## src/rtl/interp_pkg.sv

```systemverilog
`default_nettype none
// ============================================================================
// Module   : interp_pkg
// Purpose  : Shared constants, one-hot state encoding and line-budget helpers
//            for the vertical interpolation line controller.
// Revision : 1.0 - initial release
// ============================================================================
package interp_pkg;

    localparam int DEF_BLK_H = 8;
    localparam int DEF_TAPS  = 8;
    localparam int DEF_CNT_W = 5;

    localparam int STATE_W = 5;
    localparam logic [STATE_W-1:0] OH_IDLE  = 5'b00001;
    localparam logic [STATE_W-1:0] OH_FILL  = 5'b00010;
    localparam logic [STATE_W-1:0] OH_RUN   = 5'b00100;
    localparam logic [STATE_W-1:0] OH_FLUSH = 5'b01000;
    localparam logic [STATE_W-1:0] OH_FIN   = 5'b10000;

    typedef enum logic [STATE_W-1:0] {
        ST_IDLE  = OH_IDLE,
        ST_FILL  = OH_FILL,
        ST_RUN   = OH_RUN,
        ST_FLUSH = OH_FLUSH,
        ST_FIN   = OH_FIN
    } state_e;

    // Fractional phase needs the full tap window; integer rows pass straight through.
    function automatic int calc_nl(input logic frac_nz, input int blk_h, input int taps);
        return frac_nz ? (blk_h + taps - 1) : blk_h;
    endfunction

    function automatic int calc_fd(input logic frac_nz, input int taps);
        return frac_nz ? taps : 1;
    endfunction

endpackage
`default_nettype wire

```

## src/rtl/interp_line_cnt.sv

```systemverilog
`default_nettype none
// ============================================================================
// Module   : interp_line_cnt
// Purpose  : Loadable up-counter with enable, sync clear and terminal compare.
// Revision : 1.0 - initial release
// ============================================================================
module interp_line_cnt #(
    parameter int CNT_W = 5
) (
    input  logic             clk,
    input  logic             rst_async,
    input  logic             clr,
    input  logic             load,
    input  logic [CNT_W-1:0] load_val,
    input  logic             en,
    input  logic [CNT_W-1:0] tc_val,
    output logic [CNT_W-1:0] cnt,
    output logic             tc
);

    logic [CNT_W-1:0] cnt_q;
    logic [CNT_W-1:0] cnt_d;

    always_comb begin
        cnt_d = cnt_q;
        if (clr) begin
            cnt_d = '0;
        end else if (load) begin
            cnt_d = load_val;
        end else if (en) begin
            cnt_d = cnt_q + 1'b1;
        end
    end

    always_ff @(posedge clk or posedge rst_async) begin
        if (rst_async) begin
            cnt_q <= '0;
        end else begin
            cnt_q <= cnt_d;
        end
    end

    assign cnt = cnt_q;
    assign tc  = (cnt_q == tc_val);

endmodule
`default_nettype wire

```

## src/rtl/interp_line_ctrl.sv

```systemverilog
`default_nettype none
// ============================================================================
// Module   : interp_line_ctrl
// Purpose  : Sequences the reg_line chain feeding the vertical interpolation
//            filter: line intake handshake, window fill and row flagging.
// Revision : 1.0 - initial release
// ============================================================================
module interp_line_ctrl
    import interp_pkg::*;
#(
    parameter int BLK_H = DEF_BLK_H,
    parameter int TAPS  = DEF_TAPS,
    parameter int CNT_W = DEF_CNT_W
) (
    input  logic             clk,
    input  logic             rst_async,
    input  logic             start,
    input  logic [1:0]       frac_y,
    input  logic             line_valid,
    output logic             line_ready,
    output logic             shift_en,
    output logic             row_valid,
    output logic [CNT_W-1:0] row_idx,
    input  logic             out_ready,
    output logic             busy,
    output logic             done
);

    if (BLK_H + TAPS - 1 > (2 ** CNT_W) - 1) begin : g_cnt_w_chk
        $error("interp_line_ctrl: CNT_W too narrow for BLK_H+TAPS-1");
    end

    state_e           state_q, state_d;
    logic             row_valid_q, row_valid_d;
    logic             busy_q, busy_d;
    logic             done_q, done_d;
    logic [CNT_W-1:0] nl_q, nl_d;
    logic [CNT_W-1:0] fd_q, fd_d;

    logic             xfer;
    logic             accept;
    logic [CNT_W-1:0] lcnt;
    logic [CNT_W-1:0] rcnt;
    logic             lcnt_last;
    logic             rcnt_last;
    logic             lcnt_clr;
    logic             rcnt_clr;
    logic             rcnt_load;
    logic             rcnt_en;

    // A pending unaccepted row blocks intake so the window never advances under it.
    always_comb begin
        line_ready = 1'b0;
        unique case (state_q)
            ST_FILL: line_ready = 1'b1;
            ST_RUN:  line_ready = ~(row_valid_q & ~out_ready) & (lcnt < nl_q);
            default: line_ready = 1'b0;
        endcase
    end

    assign xfer     = line_valid & line_ready;
    assign shift_en = xfer;
    assign accept   = row_valid_q & out_ready;

    always_comb begin
        state_d     = state_q;
        row_valid_d = row_valid_q;
        nl_d        = nl_q;
        fd_d        = fd_q;
        lcnt_clr    = 1'b0;
        rcnt_clr    = 1'b0;
        rcnt_load   = 1'b0;
        rcnt_en     = 1'b0;
        unique case (state_q)
            ST_IDLE: begin
                if (start) begin
                    state_d  = ST_FILL;
                    nl_d     = CNT_W'(calc_nl(frac_y != 2'd0, BLK_H, TAPS));
                    fd_d     = CNT_W'(calc_fd(frac_y != 2'd0, TAPS));
                    lcnt_clr = 1'b1;
                    rcnt_clr = 1'b1;
                end
            end
            ST_FILL: begin
                if (xfer && (lcnt == fd_q - 1'b1)) begin
                    state_d     = lcnt_last ? ST_FLUSH : ST_RUN;
                    row_valid_d = 1'b1;
                    rcnt_load   = 1'b1;
                end
            end
            ST_RUN: begin
                if (xfer) begin
                    row_valid_d = 1'b1;
                    rcnt_en     = 1'b1;
                    if (lcnt_last) begin
                        state_d = ST_FLUSH;
                    end
                end else if (accept) begin
                    row_valid_d = 1'b0;
                end
            end
            ST_FLUSH: begin
                if (accept) begin
                    row_valid_d = 1'b0;
                    if (rcnt_last) begin
                        state_d = ST_FIN;
                    end
                end
            end
            ST_FIN: begin
                state_d = ST_IDLE;
            end
            default: begin
                state_d     = ST_IDLE;
                row_valid_d = 1'b0;
            end
        endcase
        busy_d = (state_d != ST_IDLE);
        done_d = (state_d == ST_FIN);
    end

    always_ff @(posedge clk or posedge rst_async) begin
        if (rst_async) begin
            state_q     <= ST_IDLE;
            row_valid_q <= 1'b0;
            busy_q      <= 1'b0;
            done_q      <= 1'b0;
            nl_q        <= '0;
            fd_q        <= '0;
        end else begin
            state_q     <= state_d;
            row_valid_q <= row_valid_d;
            busy_q      <= busy_d;
            done_q      <= done_d;
            nl_q        <= nl_d;
            fd_q        <= fd_d;
        end
    end

    interp_line_cnt #(.CNT_W(CNT_W)) u_lcnt (
        .clk       (clk),
        .rst_async (rst_async),
        .clr       (lcnt_clr),
        .load      (1'b0),
        .load_val  ({CNT_W{1'b0}}),
        .en        (xfer),
        .tc_val    (nl_q - 1'b1),
        .cnt       (lcnt),
        .tc        (lcnt_last)
    );

    interp_line_cnt #(.CNT_W(CNT_W)) u_rcnt (
        .clk       (clk),
        .rst_async (rst_async),
        .clr       (rcnt_clr),
        .load      (rcnt_load),
        .load_val  ({CNT_W{1'b0}}),
        .en        (rcnt_en),
        .tc_val    (CNT_W'(BLK_H - 1)),
        .cnt       (rcnt),
        .tc        (rcnt_last)
    );

    assign row_valid = row_valid_q;
    assign row_idx   = rcnt;
    assign busy      = busy_q;
    assign done      = done_q;

endmodule
`default_nettype wire

```

## config.mk

```make
export PLATFORM = sky130hd
export DESIGN_NAME = interp_line_ctrl
export DESIGN_NICKNAME = d
export VERILOG_FILES = /design/src/rtl/interp_pkg.sv /design/src/rtl/interp_line_cnt.sv /design/src/rtl/interp_line_ctrl.sv
export SDC_FILE = /design/constraint.sdc
export NUM_CORES = 1
export LEC_CHECK = 0
export CORE_ASPECT_RATIO = 0.8
export CORE_MARGIN = 2
export CORE_UTILIZATION = 50
export CTS_BUF_LIST = sky130_fd_sc_hd__clkbuf_8 sky130_fd_sc_hd__clkbuf_16
export DETAILED_ROUTE_END_ITERATION = 16
export PLACE_DENSITY = 0.81
export SLEW_MARGIN = 20
export SYNTH_ARGS = -nofsm -noshare
export SYNTH_HDL_FRONTEND = slang
export SYNTH_SLANG_ARGS = --single-unit
```

## constraint.sdc

```tcl
create_clock -name clk -period 4.7 [get_ports clk]
set_input_delay 0.94 -clock clk [delete_from_list [all_inputs] [get_ports clk]]
set_output_delay 0.94 -clock clk [all_outputs]
set_load 0.005 [all_outputs]
```

== Yosys cells after proc, flatten, opt, wreduce, memory -nomap -nowiden ==
Cells that the tools add are included.
Operators by class
  bitwise operators: 7
  reduce and logical (&&, ||, !) cells: 7
  multiplexer cells: 26
  eq/ne operators: 11
  $add $sub $neg: 4
  magnitude comparators: 1
Operators with widths (number)
  5-bit 2-to-1 mux: 11
  5-bit one-hot mux with 4 select lines: 1
  5-bit by 1-bit adder with 5-bit output, second input constant: 2
  5-bit by 3-bit == test with 1-bit output, second input constant: 2
  5-bit == test: 2
  5-bit == test, second input constant: 2
  5-bit by 1-bit subtractor with 5-bit output, second input constant: 2
  1-bit 2-to-1 mux: 9
  4-bit 2-to-1 mux: 2
  5-bit by 1-bit == test with 1-bit output, second input constant: 1
  5-bit by 2-bit == test with 1-bit output, second input constant: 1
  5-bit by 4-bit == test with 1-bit output, second input constant: 1
  5-bit < comparator: 1
  5-bit by 1-bit inequality test with 1-bit output, second input constant: 1
  1-bit AND: 4
  1-bit one-hot mux with 4 select lines: 1
  2-bit AND reduction: 2
  2-bit nonzero test: 2
  3-bit 2-to-1 mux: 1
  1-bit inverter: 3
  3-bit nonzero test: 1
  2-bit inequality test, second input constant: 1
  1-bit one-hot mux with 2 select lines: 1
  2-bit OR reduction: 1
  1-bit logical AND: 1
Word-level totals
  word-level logic and storage cells: 64
  input bits: 7
  flip-flop bits (word level): 28

== Depth between registers and ports, before layout ==
Gate-level depths: netlist of run 1.
  word-level depth: 11
  mapped depth: 8
  gate-level depth less buffers: 7

== Hierarchy ==
A second synthesis of run 1 with hierarchy kept.
Second synthesis, totals
  cell total of the unflattened synthesis: 148
  area, all modules: 1388.8 µm²
By module, submodules not included
  interp_line_ctrl: instances 1, cells each 76, area an instance 710.7 µm²
  interp_line_cnt: instances 2, cells each 36, area an instance 339.1 µm²

== Worst setup path after synthesis of run 1 ==
OpenSTA, ideal clock, no wires.
  path kind: input to output
  start point: input out_ready
  end point: output shift_en
  data arrival time: 1723 ps
  cell stages on the path: 5
  slack: 2037 ps
  data required time: 3760 ps
  path through: o2111a_1 a21oi_1 buf_2 nand2b_1 inv_1
On the way
  longest elaborated chain between the ends: 6
RTL lines
  start, declared: RTL line interp_line_ctrl.sv:24  | input logic out_ready,
  1-bit inverter: RTL line interp_line_ctrl.sv:56  | ST_RUN: line_ready = ~(row_valid_q & ~out_ready) & (lcnt < nl_q);
  1-bit AND: RTL line interp_line_ctrl.sv:56
  1-bit inverter: RTL line interp_line_ctrl.sv:56
  1-bit AND: RTL line interp_line_ctrl.sv:56
  1-bit one-hot mux with 2 select lines: RTL line interp_line_ctrl.sv:54  | unique case (state_q)
  1-bit AND: RTL line interp_line_ctrl.sv:61  | assign xfer = line_valid & line_ready;
  end, declared: RTL line interp_line_ctrl.sv:21  | output logic shift_en,
Every way passes these cells.

== Worst setup path in the final report of run 1 ==
Ends and elaborated chain as after synthesis.

==> impl_metrics.json, run 1 <==
{
  "status": "finished clean",
  "ys_seq_elements": 21,
  "grt_pass1_wl_mm": 4.609,
  "drtIter0Drc": 60,
  "die_w_um": 60.32,
  "grt_use_met3_pct": 5.040,
  "drt_wl_total_mm": 2.682,
  "yosys.area_share.simple_pct": 21.30,
  "cp.required_ns": 3.76,
  "min_path_type": "reg -> reg",
  "slew_viol_final": 0,
  "vias": 1071,
  "diodes": 0,
  "synthCells": 136,
  "worstPathMaxFanout": 11,
  "post_cts_resized": 0,
  "yosysTopAreaCell": "dfrtp_1",
  "min_period_ns": 3.968,
  "drive_gt1_share_pct": 6.536,
  "powerDensity_nw_per_um2": 396.0,
  "ctsLongestPathBuffers": 2,
  "worst_slew_pin_slew_ns": 0.7984,
  "ant_nets": 0,
  "gp_congestion": 0.7979,
  "nFillCells": 212,
  "clock_skew_ns": 0.002213,
  "cts.clk_slew.worst_paths_ns": 0.08,
  "drcViolationCount": 0,
  "ys_warn_count": 0,
  "port_buffers": 16,
  "clkSinkCount": 21,
  "rsz0062_at_grt": "false",
  "area_growth_pct": 18.74,
  "crit_start": "out_ready",
  "synthesis.nets": 151,
  "p_leak_nw": 0.6874,
  "synth_common_cells": "dfrtp_1, inv_1, nor2_1",
  "cts-root-buf": "clkbuf_8",
  "synthXorXnorAreaFrac_pct": 6.213,
  "holdCritStartpoint": "nl_q[3]",
  "synth_compound_gate_area_share_pct": 17.65,
  "grt_pass1_vias": 998,
  "met2_usage_pct": 31.70,
  "die_y_um": 49.06,
  "row_count": 16,
  "final_net_count": 169,
  "yosys_most_used_dff": "dfrtp_1",
  "path_class": "in -> out",
  "syn-cell-area_um2": 1269,
  "first_pass_iters": 4,
  "cts_hold_buffers": 0,
  "syn_area_per_cell_um2": 9.329,
  "yosys-mux-area-fraction_pct": 0.7890,
  "synth_top_family_by_area": "simple AND/OR/NAND/NOR gates",
  "slew_headroom_pct": 46.71,
  "post-synth-top-count-cell": "dfrtp_1",
  "cp.arrival_ns": 3.03,
  "r2r_start": "nl_q[2]",
  "dpl.hpwl_mm": 2.031,
  "cts_tree": "done",
  "grt_max_degree": 22,
  "synthAdderAreaFrac_pct": 7.890,
  "overflow": 0,
  "clk_latency_ns": 0.27,
  "ys_seq_area_share_pct": 41.52,
  "hold_viol": 0,
  "grt_usage_pct": 20.30,
  "timing.fmax_mhz": 252.0,
  "yosys.area.top_type_share_pct": 39.45,
  "ir_drop_uv": 227.7,
  "wl_per_cell_um": 14.19,
  "post-route-period-util_pct": 84.42,
  "grt_antenna_before_repair": 0,
  "busiest_layer": "met2",
  "r2r_slack_ns": 2.22,
  "cts_setup_buffers": 0,
  "setup_violations": 0,
  "end_kind": "output pin",
  "htree_levels": 1,
  "final.setup.tns_ns": 0,
  "max_cap_violations": 0,
  "pin_count": 17,
  "cts-buffers-inserted": 3,
  "via_per_inst": 5.667,
  "synthArstFlopShare_pct": 100.0,
  "dieArea_um2": 2959,
  "start_util_pct": 52.38,
  "p_total_uw": 596.5,
  "use_met1_pct": 27.78,
  "cp-start-kind": "input port",
  "synth-edff-count": 0,
  "synth_area_leaders": "dfrtp_1, ha_1, a21oi_1, nand3_1, o21ai_0",
  "synth.distinct_cells": 38,
  "coreArea_um2": 2422
}
==> registers in the layout, indices dropped and copies added, names as in the netlist <==
signal / cells
busy: 1
done: 1
fd_q: 1
nl_q: 2
row_valid: 1
state_q: 5
u_lcnt.cnt: 5
u_rcnt.cnt: 5
==> layout by cell type (no fill, tap or decap), drive strengths merged <==
cell type       n
dfrtp          20
clkdlybuf4s50  16
inv            12
nor2           10
nand3          10
a21oi           9
o21ai           9
ha              8
nand2           7
xor2            5
or3             4
xnor2           4
o31ai           3
and3            3
clkbuf          3
nor2b           2
nor4            2
o211ai          2
or4             2
nor3            2
o22ai           2
nand4           2
o21a            1
nor3b           1
o2111a          1
nand2b          1
a21o            1
nand3b          1
or3b            1
a2111oi         1
and2            1
a41o            1
or2             1
a22o            1
a222oi          1
mux2i           1
clkinv          1
dfstp           1
==> layer usage <==
metal / share of wire [%] / vias up
met5: 0 / -
met4: 1.2 / 0
met3: 5.1 / 5
met2: 47 / 29
met1: 47 / 514
li1: - / 523
==> metrics by stage <==
stage,util (%),instance area [um^2],instances,hold WS (ns),setup slack [ns]
floorplan,-,1269,136,0.4335,2.037
global placement,60.28,1460,185,0.4543,0.8652
detailed placement,60.28,1460,185,0.4609,0.7604
CTS,62.19,1506,189,0.4795,0.7499
global route,62.19,1506,189,0.5338,0.5397
finish,62.19,1506,189,0.4741,0.7323
==> worst max-delay path, stage by stage <==
cell	delay, ns
clkdlybuf4s50_1	0.46
o2111a_1	0.30
a21oi_1	0.61
nand2b_1	0.23
inv_1	0.05
clkdlybuf4s50_1	0.43
==> cell type report <==
type / count / area, um^2 / share of cell area, %
multi-input combinational: 100 / 683.2 / 45.35
sequential: 21 / 526.8 / 34.97
timing repair buffer: 16 / 160.2 / 10.63
inverter: 12 / 45.04 / 2.990
tap: 36 / 45.04 / 2.990
clock buffer: 3 / 41.29 / 2.741
clock inverter: 1 / 5.005 / 0.3322
==> where the power goes <==
group	total [mW]	internal, mW	switching [mW]
Clock	0.120	0.0592	0.0611
Combinational	0.230	0.108	0.122
Sequential	0.247	0.210	0.0363
==> cells by family (layout without fill, tap and decap cells) <==
family / count (synthesis) / count (layout)
XOR/XNOR: 9 / 9
buffers and inverters: 15 / 32
AND/OR/NAND/NOR: 50 / 50
multiplexers: 1 / 1
adder cells (fa/ha/maj): 8 / 8
AO/OA/AOI/OAI: 32 / 32
flip-flops: 21 / 21
==> path summary, 6_finish.rpt <==
| path | to | cells past startpoint |
|---|---|---|
| setup / recovery | shift_en | 6 |
| hold / removal | nl_q[3] | 2 |
| setup reg to reg | u_lcnt.cnt[3] | 7 |
| hold reg to reg | nl_q[3] | 2 |
| max in group asynchronous | u_lcnt.cnt[0] | 2 |
| min in group asynchronous | u_rcnt.cnt[1] | 2 |
(Power assumes the default switching activity.)
==> inputs of run 2 (changes only) <==
==> constraint.sdc (replaced) <==
create_clock -name clk -period 3.78 [get_ports clk]
set_input_delay 0.756 -clock clk [delete_from_list [all_inputs] [get_ports clk]]
set_output_delay 0.756 -clock clk [all_outputs]
set_load 0.005 [all_outputs]
==> run 2 against run 1 <==
Effect of this change:
- sequential power increased by 25%
- global-route usage increased by 0.99 points
- critical path depth increased by 2
- non-clock buffer count increased by 1
- count of clock-buffer cells in the layout unchanged
- final area increased by 0.42%
- sequential cell count unchanged
- wire length increased by 7.7%
- utilization increased by 0.26 points
- clock power increased by 20%
- sequential share of layout area decreased by 0.14 points
- critical endpoint unchanged
==> impl_metrics.json, run 2 (synthesis gave the netlist of run 1 again) <==
{
  "status": "finished clean",
  "grt_use_met3_pct": 5.305,
  "p_leak_nw": 0.6931,
  "diodes": 0,
  "cts-buffers-inserted": 3,
  "slowest_delay_ns": 0.49,
  "final.setup.tns_ns": 0,
  "cp.required_ns": 3.02,
  "vias": 1091,
  "clock_skew_ns": 0.0009515,
  "cts-root-buf": "clkbuf_8",
  "grt_max_degree": 22,
  "clk_latency_ns": 0.26,
  "area_growth_pct": 19.23,
  "overflow": 0,
  "post_cts_resized": 0,
  "grt_pass1_vias": 1046,
  "powerDensity_nw_per_um2": 495.0,
  "cts_hold_buffers": 0,
  "first_pass_iters": 4,
  "final_net_count": 170,
  "dpl.hpwl_mm": 2.194,
  "min_path_type": "reg -> reg",
  "htree_levels": 1,
  "hold_depth": 2,
  "max_cap_violations": 0,
  "port_buffers": 16,
  "cts_setup_buffers": 0,
  "grt_pass1_wl_mm": 4.774,
  "ctsLongestPathBuffers": 2,
  "gp_congestion": 0.8791,
  "ir_drop_uv": 291.5,
  "worst_slew_pin_slew_ns": 0.8148,
  "drtIter0Drc": 58,
  "setup_violations": 0,
  "cp-start-kind": "register",
  "critPathSlowestCell": "clkdlybuf4s50_1",
  "die_w_um": 60.32,
  "slew_headroom_pct": 45.62,
  "path_cells": "inv_1 -> ha_1 -> nor2b_1 -> o31ai_1 -> a21oi_1 -> nand2b_1 -> inv_1 -> clkdlybuf4s50_1",
  "cp.arrival_ns": 2.54,
  "ant_nets": 0,
  "post-route-period-util_pct": 87.24,
  "row_count": 16,
  "cts_tree": "done",
  "grt_usage_pct": 21.29,
  "worstPathMaxFanout": 5,
  "drt_wl_total_mm": 2.889,
  "cts.clk_slew.worst_paths_ns": 0.07,
  "via_per_inst": 5.742,
  "dpl-instance-area_um2": 1468,
  "use_met1_pct": 28.16,
  "dieArea_um2": 2959,
  "hold_viol": 0,
  "met2_usage_pct": 35.14,
  "end_kind": "output pin",
  "clkSinkCount": 21,
  "grt_antenna_before_repair": 0,
  "coreArea_um2": 2422,
  "rsz0062_at_grt": "false",
  "wl_per_cell_um": 15.21,
  "pin_count": 17,
  "drcViolationCount": 0,
  "start_util_pct": 52.38,
  "final_common_cell": "dfrtp_1",
  "path_common_cell": "inv_1",
  "min_period_ns": 3.298,
  "slew_viol_final": 0,
  "layout_common_cells": "dfrtp_1, clkdlybuf4s50_1, inv_1",
  "worst_r2r_path_depth": 8,
  "drive_gt1_share_pct": 6.494,
  "die_y_um": 49.06,
  "path_class": "reg -> out",
  "busiest_layer": "met2",
  "final_cell_area_um2": 1513,
  "timing.fmax_mhz": 303.2
}
## run 2: cell type report
| cell class | instances | area [um^2] |
|---|---|---|
| Fill cell | 215 | 909.6 |
| Multi-Input combinational cell | 100 | 683.2 |
| Sequential cell | 21 | 526.8 |
| Timing Repair Buffer | 17 | 167.7 |
| Inverter | 12 | 45.04 |
| Tap cell | 36 | 45.04 |
| Clock buffer | 3 | 41.29 |
| Clock inverter | 1 | 3.754 |
## run 2: critical path: cells and delay by family (launching register included)
kind                       cells  cell delay (ns)
adders and majority gates      1             0.26
AOI/OAI and AO/OA              2             0.58
DFF                            1             0.39
and+or+nand+nor                2             0.34
buffers and inverters          3             0.72
## run 2: per-layer routing
layer | vias to the layer above | wire [um] | share of wire, %
li1 | 524 | - | -
met1 | 533 | 1287 | 45
met2 | 32 | 1429 | 49
met3 | 2 | 157 | 5.4
met4 | 0 | 14 | 0.48
met5 | - | 0 | 0
## run 2: metrics by stage
step | hold WS, ns | utilization [%] | cells | worst slack, ns | total power, mW
3_5_place_dp | 0.4633 | 60.59 | 186 | 0.6172 | 0.6079
6_report | 0.4771 | 62.45 | 190 | 0.4822 | 0.7488
3_3_place_gp | 0.4551 | 60.59 | 186 | 0.6215 | 0.5807
5_1_grt | 0.5217 | 62.45 | 190 | 0.2602 | 0.8009
4_1_cts | 0.4805 | 62.45 | 190 | 0.4786 | 0.7525
2_1_floorplan | 0.4335 | - | 136 | 1.349 | 0.5154
## run 2: path summary, 6_finish.rpt
path | startpoint | to | slack (ns)
setup / recovery | nl_q[2] | shift_en | 0.48
hold reg to reg | nl_q[3] | nl_q[3] | 0.48
hold / removal | nl_q[3] | nl_q[3] | 0.48
setup reg to reg | nl_q[2] | u_lcnt.cnt[3] | 1.37
max in group asynchronous | rst_async | busy | 2.31
min in group asynchronous | rst_async | u_lcnt.cnt[2] | 0.97
## run 2: report_power, final
group | switching (mW) | leakage [nW] | internal (mW) | total (mW)
registers | 0.0467 | 0.276 | 0.261 | 0.308
logic | 0.159 | 0.390 | 0.138 | 0.297
clock network | 0.0715 | 0.0269 | 0.0724 | 0.144
==> inputs of run 3 (changes only) <==
--- a/config.mk
+++ b/config.mk
@@ -11,6 +11,7 @@
 export CTS_BUF_LIST = sky130_fd_sc_hd__clkbuf_8 sky130_fd_sc_hd__clkbuf_16
 export DETAILED_ROUTE_END_ITERATION = 16
 export PLACE_DENSITY = 0.81
+export RECOVER_POWER = 25
 export SLEW_MARGIN = 20
 export SYNTH_ARGS = -nofsm -noshare
 export SYNTH_HDL_FRONTEND = slang
==> constraint.sdc (replaced) <==
create_clock -name clk -period 4.2 [get_ports clk]
set_input_delay 0.84 -clock clk [delete_from_list [all_inputs] [get_ports clk]]
set_output_delay 0.84 -clock clk [all_outputs]
set_load 0.005 [all_outputs]
==> run 3 against run 2 <==
Effect of this change:
- final area is essentially flat
- critical path depth shrank 2
- setup slack gained 0.086 ns
- combinational power shrank 12%
- total power shrank 11%
- largest power group unchanged
- sequential share of layout area is essentially flat
- via count shrank 0.92%
- die area is the same
- global-route usage shrank 0.086 points
- clock skew grew 0.0061 ns
- count of clock-buffer cells in the layout is the same
==> impl_metrics.json, run 3 (synthesis gave the netlist of run 1 again) <==
{
  "drcViolationCount": 0,
  "powerDensity_nw_per_um2": 441.7,
  "cp.arrival_ns": 2.79,
  "cts.clk_slew.worst_paths_ns": 0.08,
  "die_w_um": 60.32,
  "slew_viol_final": 0,
  "p_leak_nw": 0.6925,
  "pin_count": 17,
  "end_kind": "output pin",
  "hold_viol": 0,
  "layout_common_cells": "dfrtp_1, clkdlybuf4s50_1, inv_1",
  "power_frac_comb_pct": 39.0,
  "cp-start-kind": "input port",
  "path_class": "in -> out",
  "switching_share_pct": 36.55,
  "coreArea_um2": 2422,
  "setup_violations": 0,
  "diodes": 0,
  "final_cells": 190,
  "clkSinkCount": 21,
  "min_period_ns": 3.632,
  "cts-buffers-inserted": 3,
  "drt_wl_total_mm": 2.697,
  "timing.fmax_mhz": 275.3,
  "multiInputGateArea_um2": 683.2,
  "cts_hold_buffers": 0,
  "ant_nets": 0,
  "row_count": 16,
  "nFillCells": 203,
  "cp.required_ns": 3.36,
  "dieArea_um2": 2959,
  "grt_usage_pct": 21.21,
  "first_pass_iters": 4,
  "cts-root-buf": "clkbuf_8",
  "slew_headroom_pct": 45.76,
  "drtIter0Drc": 68,
  "drive_gt1_share_pct": 7.143,
  "cts_setup_buffers": 0,
  "dpl.hpwl_mm": 2.056,
  "dp.cells": 186,
  "via_per_inst": 5.689,
  "max_cap_violations": 0,
  "clk_latency_ns": 0.26,
  "p_int_uw": 424.3,
  "ir_drop_uv": 288.8,
  "post-route-period-util_pct": 86.47,
  "final_common_cell": "dfrtp_1",
  "area_growth_pct": 19.33,
  "grt_pass1_vias": 1068,
  "grt_pass1_wl_mm": 4.705,
  "seqCellArea_um2": 526.8,
  "grt_max_degree": 22,
  "power_frac_seq_pct": 41.1,
  "overflow": 0,
  "gp_congestion": 0.8345,
  "worstPathMaxFanout": 6,
  "ctsLongestPathBuffers": 2,
  "min_path_type": "reg -> reg",
  "htree_levels": 1,
  "post_cts_resized": 0,
  "clkPwrFrac_pct": 19.9,
  "vias": 1081,
  "final_net_count": 170,
  "final.setup.tns_ns": 0,
  "status": "finished clean",
  "power_switching_uw": 244.4,
  "wl_per_cell_um": 14.19,
  "cts_tree": "done",
  "start_util_pct": 52.38,
  "die_y_um": 49.06,
  "port_buffers": 16,
  "rsz0062_at_grt": "false",
  "p_total_uw": 668.7,
  "grt_antenna_before_repair": 0,
  "worst_slew_pin_slew_ns": 0.8127,
  "clock_skew_ns": 0.007028
}
-- run 3: cell types whose count changed in the layout (fill, tap and decap cells not counted), sizes merged --
| cell | previous run | this run |
|---|---|---|
| clkdlybuf4s50 | 16 | 13 |
| clkinv | 0 | 1 |
| dlygate4sd3 | 0 | 3 |
| inv | 13 | 12 |
-- run 3: worst paths after layout --
path,cells after the start,end,start,slack [ns]
max,6,shift_en,out_ready,0.57
min,2,nl_q[3],nl_q[3],0.48
max reg2reg,7,u_lcnt.cnt[3],nl_q[2],1.88
min reg2reg,2,nl_q[3],nl_q[3],0.48
max in group asynchronous,2,nl_q[2],rst_async,2.52
min in group asynchronous,2,u_rcnt.cnt[3],rst_async,1.17
-- run 3: power by group through the flow --
stage	sequential, mW	clock [mW]	combinational (mW)
detailed placement	0.279	0	0.261
floorplan	0.263	0	0.201
finish	0.275	0.133	0.261
global placement	0.276	0	0.247
global route	0.281	0.144	0.300
CTS	0.275	0.135	0.263
-- run 3: per-stage QoR --
step                worst slack [ns]  util, %  area [um^2]  hold slack [ns]
floorplan                      1.685        -         1269           0.4335
global placement              0.7692    60.59         1468           0.4542
detailed placement            0.7044    60.59         1468           0.4635
CTS                           0.6982    62.50         1514           0.4810
global route                  0.4492    62.50         1514           0.5249
finish                        0.5682    62.50         1514           0.4806
-- run 3: worst max-delay path, cell delays in order --
cell	delay (ns)
dlygate4sd3_1	0.59
o2111a_1	0.30
a21oi_1	0.37
nand2b_1	0.21
inv_1	0.05
clkdlybuf4s50_1	0.43
-- run 3: final cells by class --
cell class | count | area share, %
Timing Repair Buffer | 17 | 11.07
Clock buffer | 3 | 2.727
Tap cell | 36 | 2.975
Inverter | 12 | 2.975
Clock inverter | 1 | 0.3306
Sequential cell | 21 | 34.79
Multi-Input combinational cell | 100 | 45.12
-- run 3: layer usage --
layer,share of wire (%),GRT usage [%],up-vias
li1,-,-,525
met1,44,27.07,516
met2,50,35.51,38
met3,5.3,4.775,2
met4,1.0,5.926,0
met5,0,0,-
